<file path="src/rtl/mips_pkg.sv">
// Shared constants and types for the MIPS fetch stage: opcode field, NOP bubble,
// run-control FSM encoding and the PC source select.
package mips_pkg;

    localparam int          OPCODE_HI   = 31;
    localparam int          OPCODE_LO   = 26;
    localparam logic [5:0]  HALT_OPCODE = 6'b111111;
    localparam logic [31:0] NOP_INSTR   = 32'h0;

    typedef enum logic [1:0] {
        BOOT = 2'd0,
        RUN  = 2'd1,
        HALT = 2'd2
    } fetch_state_t;

    typedef enum logic [1:0] {
        PC_HOLD   = 2'd0,
        PC_INC    = 2'd1,
        PC_TARGET = 2'd2
    } pc_sel_t;

    function automatic logic [5:0] opcode_of(input logic [31:0] instr);
        return instr[OPCODE_HI:OPCODE_LO];
    endfunction

endpackage

</file>
<file path="src/rtl/fetch_stage_if.sv">
// Bundle between the fetch stage, the instruction memory, the hazard/branch logic and ID.
interface fetch_stage_if #(
    parameter int CNT_W = 16
);
    import mips_pkg::*;

    // There is no valid/ready pair: if_id_valid qualifies the IF/ID contents every
    // cycle and the only backpressure is stall, which freezes PC and IF/ID in place.
    logic               stall;
    logic               flush;
    logic               branch_taken;
    logic [31:0]        branch_target;
    logic [31:0]        imem_addr;
    logic [31:0]        imem_data;
    logic [31:0]        if_id_instr;
    logic [31:0]        if_id_pc_plus1;
    logic               if_id_valid;
    logic               halted;
    logic [CNT_W-1:0]   fetch_count;
    fetch_state_t       state;

    modport master (
        input  stall, flush, branch_taken, branch_target, imem_data,
        output imem_addr, if_id_instr, if_id_pc_plus1, if_id_valid, halted, fetch_count, state
    );

    modport slave (
        output stall, flush, branch_taken, branch_target, imem_data,
        input  imem_addr, if_id_instr, if_id_pc_plus1, if_id_valid, halted, fetch_count, state
    );

endinterface

</file>
<file path="src/rtl/fetch_pc_reg.sv">
// Program counter with asynchronous reset and a hold / increment / redirect mux.
module fetch_pc_reg
    import mips_pkg::*;
#(
    parameter logic [31:0] RESET_PC = 32'd1
) (
    input  logic        clock,
    input  logic        reset,
    input  pc_sel_t     sel,
    input  logic [31:0] target,
    output logic [31:0] pc,
    output logic [31:0] pc_plus1
);

    // Word-addressed; 32'hFFFFFFFF rolls over to 0 naturally.
    assign pc_plus1 = pc + 32'd1;

    always_ff @(posedge clock or posedge reset) begin
        if (reset) begin
            pc <= RESET_PC;
        end else begin
            case (sel)
                PC_INC:    pc <= pc_plus1;
                PC_TARGET: pc <= target;
                default:   pc <= pc;
            endcase
        end
    end

endmodule

</file>
<file path="src/rtl/fetch_stage.sv">
// Instruction fetch: owns the PC and the IF/ID register, with BOOT/RUN/HALT run control,
// stall, flush, branch redirect and a saturating fetch counter.
module fetch_stage #(
    parameter logic [31:0] RESET_PC    = 32'd1,
    parameter logic [5:0]  HALT_OPCODE = mips_pkg::HALT_OPCODE,
    parameter int          CNT_W       = 16
) (
    input  logic          clock,
    input  logic          reset,
    fetch_stage_if.master bus
);
    import mips_pkg::*;

    fetch_state_t       state;
    pc_sel_t            pc_sel;
    logic [31:0]        pc;
    logic [31:0]        pc_plus1;
    logic [31:0]        instr_r;
    logic [31:0]        pp_r;
    logic               valid_r;
    logic               halted_r;
    logic [CNT_W-1:0]   count_r;
    logic               is_halt;

    assign is_halt = (opcode_of(bus.imem_data) == HALT_OPCODE);

    // Mirrors the priority in the FSM below; a latched halt word parks the PC on itself.
    always_comb begin
        pc_sel = PC_HOLD;
        case (state)
            RUN: begin
                if (bus.branch_taken)  pc_sel = PC_TARGET;
                else if (bus.stall)    pc_sel = PC_HOLD;
                else if (bus.flush)    pc_sel = PC_INC;
                else if (is_halt)      pc_sel = PC_HOLD;
                else                   pc_sel = PC_INC;
            end
            HALT: begin
                if (bus.branch_taken)  pc_sel = PC_TARGET;
            end
            default: pc_sel = PC_HOLD;
        endcase
    end

    fetch_pc_reg #(.RESET_PC(RESET_PC)) u_pc (
        .clock    (clock),
        .reset    (reset),
        .sel      (pc_sel),
        .target   (bus.branch_target),
        .pc       (pc),
        .pc_plus1 (pc_plus1)
    );

    always_ff @(posedge clock or posedge reset) begin
        if (reset) begin
            state    <= BOOT;
            instr_r  <= NOP_INSTR;
            pp_r     <= 32'h0;
            valid_r  <= 1'b0;
            halted_r <= 1'b0;
            count_r  <= '0;
        end else begin
            case (state)
                BOOT: begin
                    instr_r <= NOP_INSTR;
                    pp_r    <= 32'h0;
                    valid_r <= 1'b0;
                    state   <= RUN;
                end
                RUN: begin
                    if (bus.branch_taken || bus.flush) begin
                        // Also covers stall together with flush: the bubble wins over the hold.
                        instr_r <= NOP_INSTR;
                        pp_r    <= 32'h0;
                        valid_r <= 1'b0;
                        if (bus.stall && !bus.branch_taken) begin
                            instr_r <= NOP_INSTR;
                        end
                    end else if (!bus.stall) begin
                        instr_r <= bus.imem_data;
                        pp_r    <= pc_plus1;
                        valid_r <= 1'b1;
                        if (count_r != '1) count_r <= count_r + 1'b1;
                        if (is_halt) begin
                            state    <= HALT;
                            halted_r <= 1'b1;
                        end
                    end
                end
                HALT: begin
                    instr_r <= NOP_INSTR;
                    pp_r    <= 32'h0;
                    valid_r <= 1'b0;
                    if (bus.branch_taken) begin
                        state    <= RUN;
                        halted_r <= 1'b0;
                    end
                end
                default: begin
                    state    <= BOOT;
                    halted_r <= 1'b0;
                end
            endcase
        end
    end

    assign bus.imem_addr      = pc;
    assign bus.if_id_instr    = instr_r;
    assign bus.if_id_pc_plus1 = pp_r;
    assign bus.if_id_valid    = valid_r;
    assign bus.halted         = halted_r;
    assign bus.fetch_count    = count_r;
    assign bus.state          = state;

endmodule

</file>
<file path="src/flat_wrapper.sv">
// flat-port wrapper written by rule: the top's interface ports become plain ports
module fetch_stage_flat import mips_pkg::*;
#(
    parameter logic [31:0] RESET_PC    = 32'd1,
    parameter logic [5:0]  HALT_OPCODE = mips_pkg::HALT_OPCODE,
    parameter int          CNT_W       = 16
)
  (clock, reset, bus_stall, bus_flush, bus_branch_taken, bus_branch_target, bus_imem_data, bus_imem_addr, bus_if_id_instr, bus_if_id_pc_plus1, bus_if_id_valid, bus_halted, bus_fetch_count, bus_state);
  fetch_stage_if #(.CNT_W(CNT_W)) bus_i ();
  input  logic clock;
  input  logic reset;
  input wire logic [$bits(bus_i.stall)-1:0] bus_stall;
  input wire logic [$bits(bus_i.flush)-1:0] bus_flush;
  input wire logic [$bits(bus_i.branch_taken)-1:0] bus_branch_taken;
  input wire logic [$bits(bus_i.branch_target)-1:0] bus_branch_target;
  input wire logic [$bits(bus_i.imem_data)-1:0] bus_imem_data;
  output wire logic [$bits(bus_i.imem_addr)-1:0] bus_imem_addr;
  output wire logic [$bits(bus_i.if_id_instr)-1:0] bus_if_id_instr;
  output wire logic [$bits(bus_i.if_id_pc_plus1)-1:0] bus_if_id_pc_plus1;
  output wire logic [$bits(bus_i.if_id_valid)-1:0] bus_if_id_valid;
  output wire logic [$bits(bus_i.halted)-1:0] bus_halted;
  output wire logic [$bits(bus_i.fetch_count)-1:0] bus_fetch_count;
  output wire logic [$bits(bus_i.state)-1:0] bus_state;
  assign bus_i.stall = bus_stall;
  assign bus_i.flush = bus_flush;
  assign bus_i.branch_taken = bus_branch_taken;
  assign bus_i.branch_target = bus_branch_target;
  assign bus_i.imem_data = bus_imem_data;
  assign bus_imem_addr = bus_i.imem_addr;
  assign bus_if_id_instr = bus_i.if_id_instr;
  assign bus_if_id_pc_plus1 = bus_i.if_id_pc_plus1;
  assign bus_if_id_valid = bus_i.if_id_valid;
  assign bus_halted = bus_i.halted;
  assign bus_fetch_count = bus_i.fetch_count;
  assign bus_state = bus_i.state;
  fetch_stage #(.RESET_PC(RESET_PC), .HALT_OPCODE(HALT_OPCODE), .CNT_W(CNT_W)) u_core (.clock(clock), .reset(reset), .bus(bus_i));
endmodule
</file>
<file path="config.mk">
export PLATFORM = sky130hd
export DESIGN_NAME = fetch_stage_flat
export DESIGN_NICKNAME = d
export VERILOG_FILES = /design/src/rtl/mips_pkg.sv /design/src/rtl/fetch_stage_if.sv /design/src/rtl/fetch_pc_reg.sv /design/src/rtl/fetch_stage.sv /design/src/flat_wrapper.sv
export SDC_FILE = /design/constraint.sdc
export NUM_CORES = 1
export LEC_CHECK = 0
export ABC_CLOCK_PERIOD_IN_PS = 2950
export CORE_MARGIN = 10
export CORE_UTILIZATION = 44
export CTS_BUF_LIST = sky130_fd_sc_hd__clkbuf_4
export DETAILED_ROUTE_END_ITERATION = 12
export GPL_TIMING_DRIVEN = 0
export PLACE_DENSITY = 0.77
export SETUP_SLACK_MARGIN = 0.2
export SLEW_MARGIN = 20
export SYNTH_ARGS = -nofsm -noshare
export SYNTH_HDL_FRONTEND = slang
export SYNTH_HIERARCHICAL = 1
export SYNTH_SLANG_ARGS = --single-unit
</file>
<file path="constraint.sdc">
create_clock -name clock -period 2.95 [get_ports clock]
set_clock_uncertainty 0.15 [all_clocks]
set_input_delay 0.59 -clock clock [delete_from_list [all_inputs] [get_ports clock]]
set_output_delay 0.59 -clock clock [all_outputs]
set_load 0.005 [all_outputs]
</file>
==> results.yml, run 1 <==
run_status:
  status: "completed"
grt:
  grt_pass1_vias: 5859
  grt_max_degree: 33
  grt_usage_pct: 21.3
  antenna_found_initial: 0
  grt_first_pass_wirelength_um: 31500
  grt_overflow: 0
finish:
  layout-drive-gt1-share_pct: 13.0
  layout_commonest_cell: "clkdlybuf4s50_1"
  n_fill_cell: 1048
  mostFrequentLayoutCells: "clkdlybuf4s50_1, dfrtp_1, a22o_1"
  area_delta_synth_final_pct: 43.6
  final_util_pct: 64.7
  layout.nets: 847
  num_antenna_cells: 0
clock_tree:
  clk_pin_slew_ns: 0.11
  clkLatencyLatePin_ns: 0.56
  cts_buffers: 17
  cts_sinks: 116
  cts_tree: "done"
  clk_path_buf_depth: 2
  cts_root_buf: "clkbuf_4"
  htree_levels: 4
synth:
  synth_edf_count: 0
  synthFlopType: "dfrtp_1"
  synth_nets: 638
  ys_types: 69
  synth_cells: 562
  yosysSeqAreaShare_pct: 48.4
  syn_avg_cell_area_um2: 10.7
  syn_area_um2: 6000
  ys_warn_count: 6
  ys_async_sr_fraction_pct: 100
  yosys_register_bits: 116
timing:
  final-hold-violation-count: 0
  max-slew-margin-rel_pct: 50.8
  fin_crit_sh_pct: 90.7
  fin_crit_ns: 2.68
  setup_violations: 0
  finalMaxSlewViolations: 0
  worst_pin_slew_ns: 0.737
  rsz0062_at_grt: "no"
  fmax_mhz: 374
worst_setup_path:
  crit_fanout: 8
  worst_setup_path_start_kind: "flop"
  r2r_setup_slack_ns: 0.27
  end_kind: "flop"
  required_ns: 3.29
  critPathKind: "reg -> reg"
  worstPathArrival_ns: 3.02
floorplanning:
  ios: 185
  fp.dieH_um: 137
  start_util_pct: 45.1
  die_area_um2: 18700
  std_cell_rows: 42
  core-area_um2: 13300
  fp.dieW_um: 137
detailed_routing:
  drtIter0Drc: 503
  route.met3.wl_um: 2170
  wl_per_cell_um: 20.7
  routed.top_layer: "met4"
  vias: 5684
  drc: 0
  wl_met2_um: 9420
  met1Wirelength_um: 7960
  viasPerCell: 5.93
  first_pass_iters: 5
  drtAntennaViolNets: 0
  wl_um: 19900
placed_design:
  port_buffers: 184
  gp_congestion: 0.885
  dp.final_hpwl_um: 15000
pwr:
  p_total_w: 0.00578
  power_density_nw_per_um2: 672
  vdd_drop_max_v: 0.000508
  leakagePower_nw: 3.71
job:
  maxCapViolCount: 0
hold_path:
  hp-class: "reg -> reg"
[cells by family (layout without fill, tap and decap cells)]
family                     after synthesis  after routing  share of synthesized area [%]
AOI/OAI and AO/OA                      160            160                           21.3
xor gates and xnor gates                43             43                           6.28
adders and majority gates                7              7                           1.46
buffers and inverters                   65            286                           4.78
DFF                                    116            116                           48.4
muxes                                    6              6                           1.06
and+or+nand+nor                        165            165                           16.6
[worst paths after layout]
check                                                         from                                endpoint  depth (start not counted)
worst max-delay path               u_core/bus.state[0]$_DFFE_PP0P_          u_core/u_pc/pc[14]$_DFFE_PP0P_                         10
worst min-delay path            u_core/bus.if_id_valid$_DFFE_PP0P_      u_core/bus.if_id_valid$_DFFE_PP0P_                          1
worst max register to register     u_core/bus.state[0]$_DFFE_PP0P_          u_core/u_pc/pc[14]$_DFFE_PP0P_                         10
worst min register to register  u_core/bus.if_id_valid$_DFFE_PP0P_      u_core/bus.if_id_valid$_DFFE_PP0P_                          1
max in group asynchronous                                    reset   u_core/bus.if_id_instr[3]$_DFFE_PP0P_                          4
min in group asynchronous                                    reset  u_core/bus.if_id_instr[25]$_DFFE_PP0P_                          2
[synth_stat cells (all sizes together) (11+ instances only)]
cell    count  area [um2]
dfrtp     115        2880
nor3       16        90.1
clkbuf     28         106
nand3      27         150
nand2      23        86.3
nand4      17         121
a22o       66         578
inv        17        63.8
o311ai     17         149
o21ai      12        60.1
xnor2      23         201
nor2       27         101
nor4       11        98.8
a22oi      21         158
buf        20         116
xor2       20         175
[routing by layer]
layer / up-vias / track usage [%]
li1: 2562 / -
met4: 0 / 8.28
met5: - / 0
met1: 2766 / 26.3
met2: 326 / 33.5
met3: 30 / 7.59
[cell type report]
cell class                      instances  area (um2)  area share, %
Timing Repair Buffer                  190        1920           22.3
Clock buffer                           17         128           1.48
Inverter                               17        67.6          0.785
Tap cell                              176         220           2.56
Buffer                                 48         264           3.07
Sequential cell                       116        2900           33.7
Multi-Input combinational cell        381        2890           33.6
Clock inverter                         14         211           2.46
[report_power, final]
group	total, W	switching (W)	internal, W
sequential	0.00205	0.000249	0.00181
combinational	0.00235	0.00125	0.00110
clock	0.00138	0.000633	0.000747
[flip-flops by register name (all words and copies together), names as in the netlist]
signal and cells:
u_core/u_pc/pc 32, u_core/bus.if_id_valid 1, u_core/bus.if_id_pc_plus1 32, u_core/bus.if_id_instr 32
u_core/bus.state 2, u_core/bus.halted 1, u_core/bus.fetch_count 16
[metrics by stage]
stage	hold WS [ns]	instance area, um2	std cells	TNS (ns)	setup slack [ns]
after floorplan	0.324	6000	562	0	0.250
after global placement	0.315	8060	922	-14.54	-0.620
after detailed placement	0.335	8110	924	-16.24	-0.641
after CTS	0.353	8530	959	0	0.206
after global routing	0.377	8610	959	0	0.200
final	0.360	8610	959	0	0.274
[worst max-delay path, stage by stage, from the launching register on]
cell	delay [ns]
dfrtp_1	0.40
buf_4	0.14
ha_2	0.18
buf_6	0.11
buf_4	0.15
o211a_1	0.26
ha_4	0.27
or2_4	0.25
buf_8	0.14
or4_1	0.47
nand3_1	0.09
[what timing repair did]
action,CTS,global route
setup buffers,4,0
setup endpoints to repair,32,34
gates resized for setup,23,27
pin swaps,1,4
hold buffers,0,0
cloned,0,0
Power figures use the tool's default switching activity.
==> run 2, diff against run 1 <==
--- a/config.mk
+++ b/config.mk
@@ -11,7 +11,7 @@
 export CTS_BUF_LIST = sky130_fd_sc_hd__clkbuf_4
 export DETAILED_ROUTE_END_ITERATION = 12
 export GPL_TIMING_DRIVEN = 0
-export PLACE_DENSITY = 0.77
+export PLACE_DENSITY = 0.79
 export SETUP_SLACK_MARGIN = 0.2
 export SLEW_MARGIN = 20
 export SYNTH_ARGS = -nofsm -noshare
==> constraint.sdc (replaced) <==
create_clock -name clock -period 2.95 [get_ports clock]
set_clock_uncertainty 0.15 [all_clocks]
set_input_delay 0.59 -clock clock [delete_from_list [all_inputs] [get_ports clock]]
set_output_delay 0.59 -clock clock [all_outputs]
set_load 0.05 [all_outputs]
==> run 2 against run 1 <==
Effect of this change: maximum frequency is 1.7% lower; via count is 1.4% higher; sequential share of layout area is 0.28 points higher; die area stayed put; worst hold slack worse by 0.098 ns; cell area is 0.74% lower; combinational power is 31% higher; critical endpoint unchanged; global-route usage is 0.27 points higher.
==> results.yml, run 2 (same netlist as run 1, synthesis figures left out) <==
run_status:
  status: "completed"
grt:
  grt_overflow: 0
  grt_first_pass_wirelength_um: 31900
  grt_pass1_vias: 5777
  grt_max_degree: 35
  grt_usage_pct: 21.6
  antenna_found_initial: 0
job:
  maxCapViolCount: 0
worst_setup_path:
  end_kind: "flop"
  reg2reg_depth: 10
  r2r_setup_slack_ns: 0.23
  critPathKind: "reg -> reg"
  r2r-end: "u_core/u_pc/pc[14]$_DFFE_PP0P_"
  cpPeakStageDelay_ns: 0.48
  r2r_start: "u_core/bus.state[0]$_DFFE_PP0P_"
  path_buf_inv: 3
  critPathSlowestCell: "or4_4"
  worst_setup_path_start_kind: "flop"
  cp_top_family: "simple AND/OR/NAND/NOR gates"
  worstPathArrival_ns: 3.03
  crit_fanout: 6
  worstPathCellList: "inv_2 -> ha_1 -> nor4bb_2 -> o31a_1 -> inv_1 -> ha_4 -> or2_2 -> buf_8 -> or4_4 -> nand3_2"
  cp-startpoint: "u_core/bus.state[0]$_DFFE_PP0P_"
  required_ns: 3.26
finish:
  layout_commonest_cell: "clkdlybuf4s50_1"
  regArea_um2: 2910
  num_antenna_cells: 0
  layout-drive-gt1-share_pct: 13.3
  mostFrequentLayoutCells: "clkdlybuf4s50_1, dfrtp_1, a22o_1"
  area_delta_synth_final_pct: 42.5
  layout.nets: 848
  n_fill_cell: 1082
  multi_input_area_um2: 2900
  final_util_pct: 64.3
  final_area_um2: 8540
floorplanning:
  std_cell_rows: 42
  die_area_um2: 18700
  core-area_um2: 13300
  ios: 185
  start_util_pct: 45.1
  fp.dieW_um: 137
  fp.dieH_um: 137
clock_tree:
  clk_path_buf_depth: 2
  clkLatencyLatePin_ns: 0.53
  cts_root_buf: "clkbuf_4"
  cts_sinks: 116
  cts_tree: "done"
  clk_pin_slew_ns: 0.10
  cts_buffers: 17
  htree_levels: 4
  ctsHoldBuffers: 0
detailed_routing:
  wl_per_cell_um: 21.5
  first_pass_iters: 6
  drtIter0Drc: 568
  vias: 5763
  wl_um: 20600
  drc: 0
  viasPerCell: 6.00
  drtAntennaViolNets: 0
timing:
  fin_hold_ws_ns: 0.261
  finalMaxSlewViolations: 0
  fmax_mhz: 368
  fin_crit_sh_pct: 92.2
  layout_setup_ws_ns: 0.229
  rsz0062_at_grt: "yes"
  max-slew-margin-rel_pct: 58.9
  final-hold-violation-count: 0
  fin_crit_ns: 2.72
  setup_violations: 0
  worst_pin_slew_ns: 0.617
pwr:
  vdd_drop_max_v: 0.000649
  power_density_nw_per_um2: 734
  leakagePower_nw: 3.68
  p_total_w: 0.00627
placed_design:
  dp.final_hpwl_um: 15500
  gp_congestion: 0.943
  pre_cts_ws_ns: -0.508
  port_buffers: 184
  postPlaceCellArea_um2: 8140
hold_path:
  hp-class: "in -> async"
==> run 2: through the flow <==
stage,cells,TNS (ns)
after CTS,959,0
after detailed placement,925,-12.87
final,960,0
after floorplan,562,0
after global placement,922,-14.04
after global routing,960,0
==> run 2: metal layers <==
layer	vias to the layer above	track usage [%]	share of wire (%)
li1	2569	-	-
met1	2838	27.2	40
met2	332	35.2	48
met3	24	5.98	10
met4	0	6.75	1.2
met5	-	0	0
==> run 2: cell type report <==
class,count,area share (%)
sequential,116,34.0
timing repair buffer,191,22.7
clock inverter,13,1.38
multi-input combinational,381,33.9
inverter,17,0.791
clock buffer,18,1.58
buffer,48,3.08
tap,176,2.58
==> run 2: worst max path at each step <==
stage / to / slack [ns] / cells past startpoint
after floorplan: u_core/u_pc/pc[14]$_DFFE_PP0P_ / 0.19 / 10
after global placement: u_core/u_pc/pc[30]$_DFFE_PP0P_ / -0.55 / 9
after detailed placement: u_core/u_pc/pc[5]$_DFFE_PP0P_ / -0.51 / 10
after CTS: u_core/u_pc/pc[9]$_DFFE_PP0P_ / 0.20 / 9
after global routing: u_core/u_pc/pc[14]$_DFFE_PP0P_ / 0.14 / 10
final: u_core/u_pc/pc[14]$_DFFE_PP0P_ / 0.23 / 10
==> run 2: repair_timing <==
| item | 4_1_cts | 5_1_grt |
|---|---|---|
| gates resized for setup | 13 | 26 |
| gates cloned | 0 | 0 |
| hold endpoints to repair | 0 | 0 |
| pin swaps | 1 | 2 |
| setup buffers | 3 | 1 |
| setup endpoints to repair | 31 | 30 |
==> run 2: power by group <==
part | switching (W) | total, W | internal (W)
combinational | 0.00200 | 0.00309 | 0.00108
sequential | 0.000267 | 0.00207 | 0.00181
clock | 0.000623 | 0.00111 | 0.000489
total | 0.00289 | 0.00627 | 0.00338
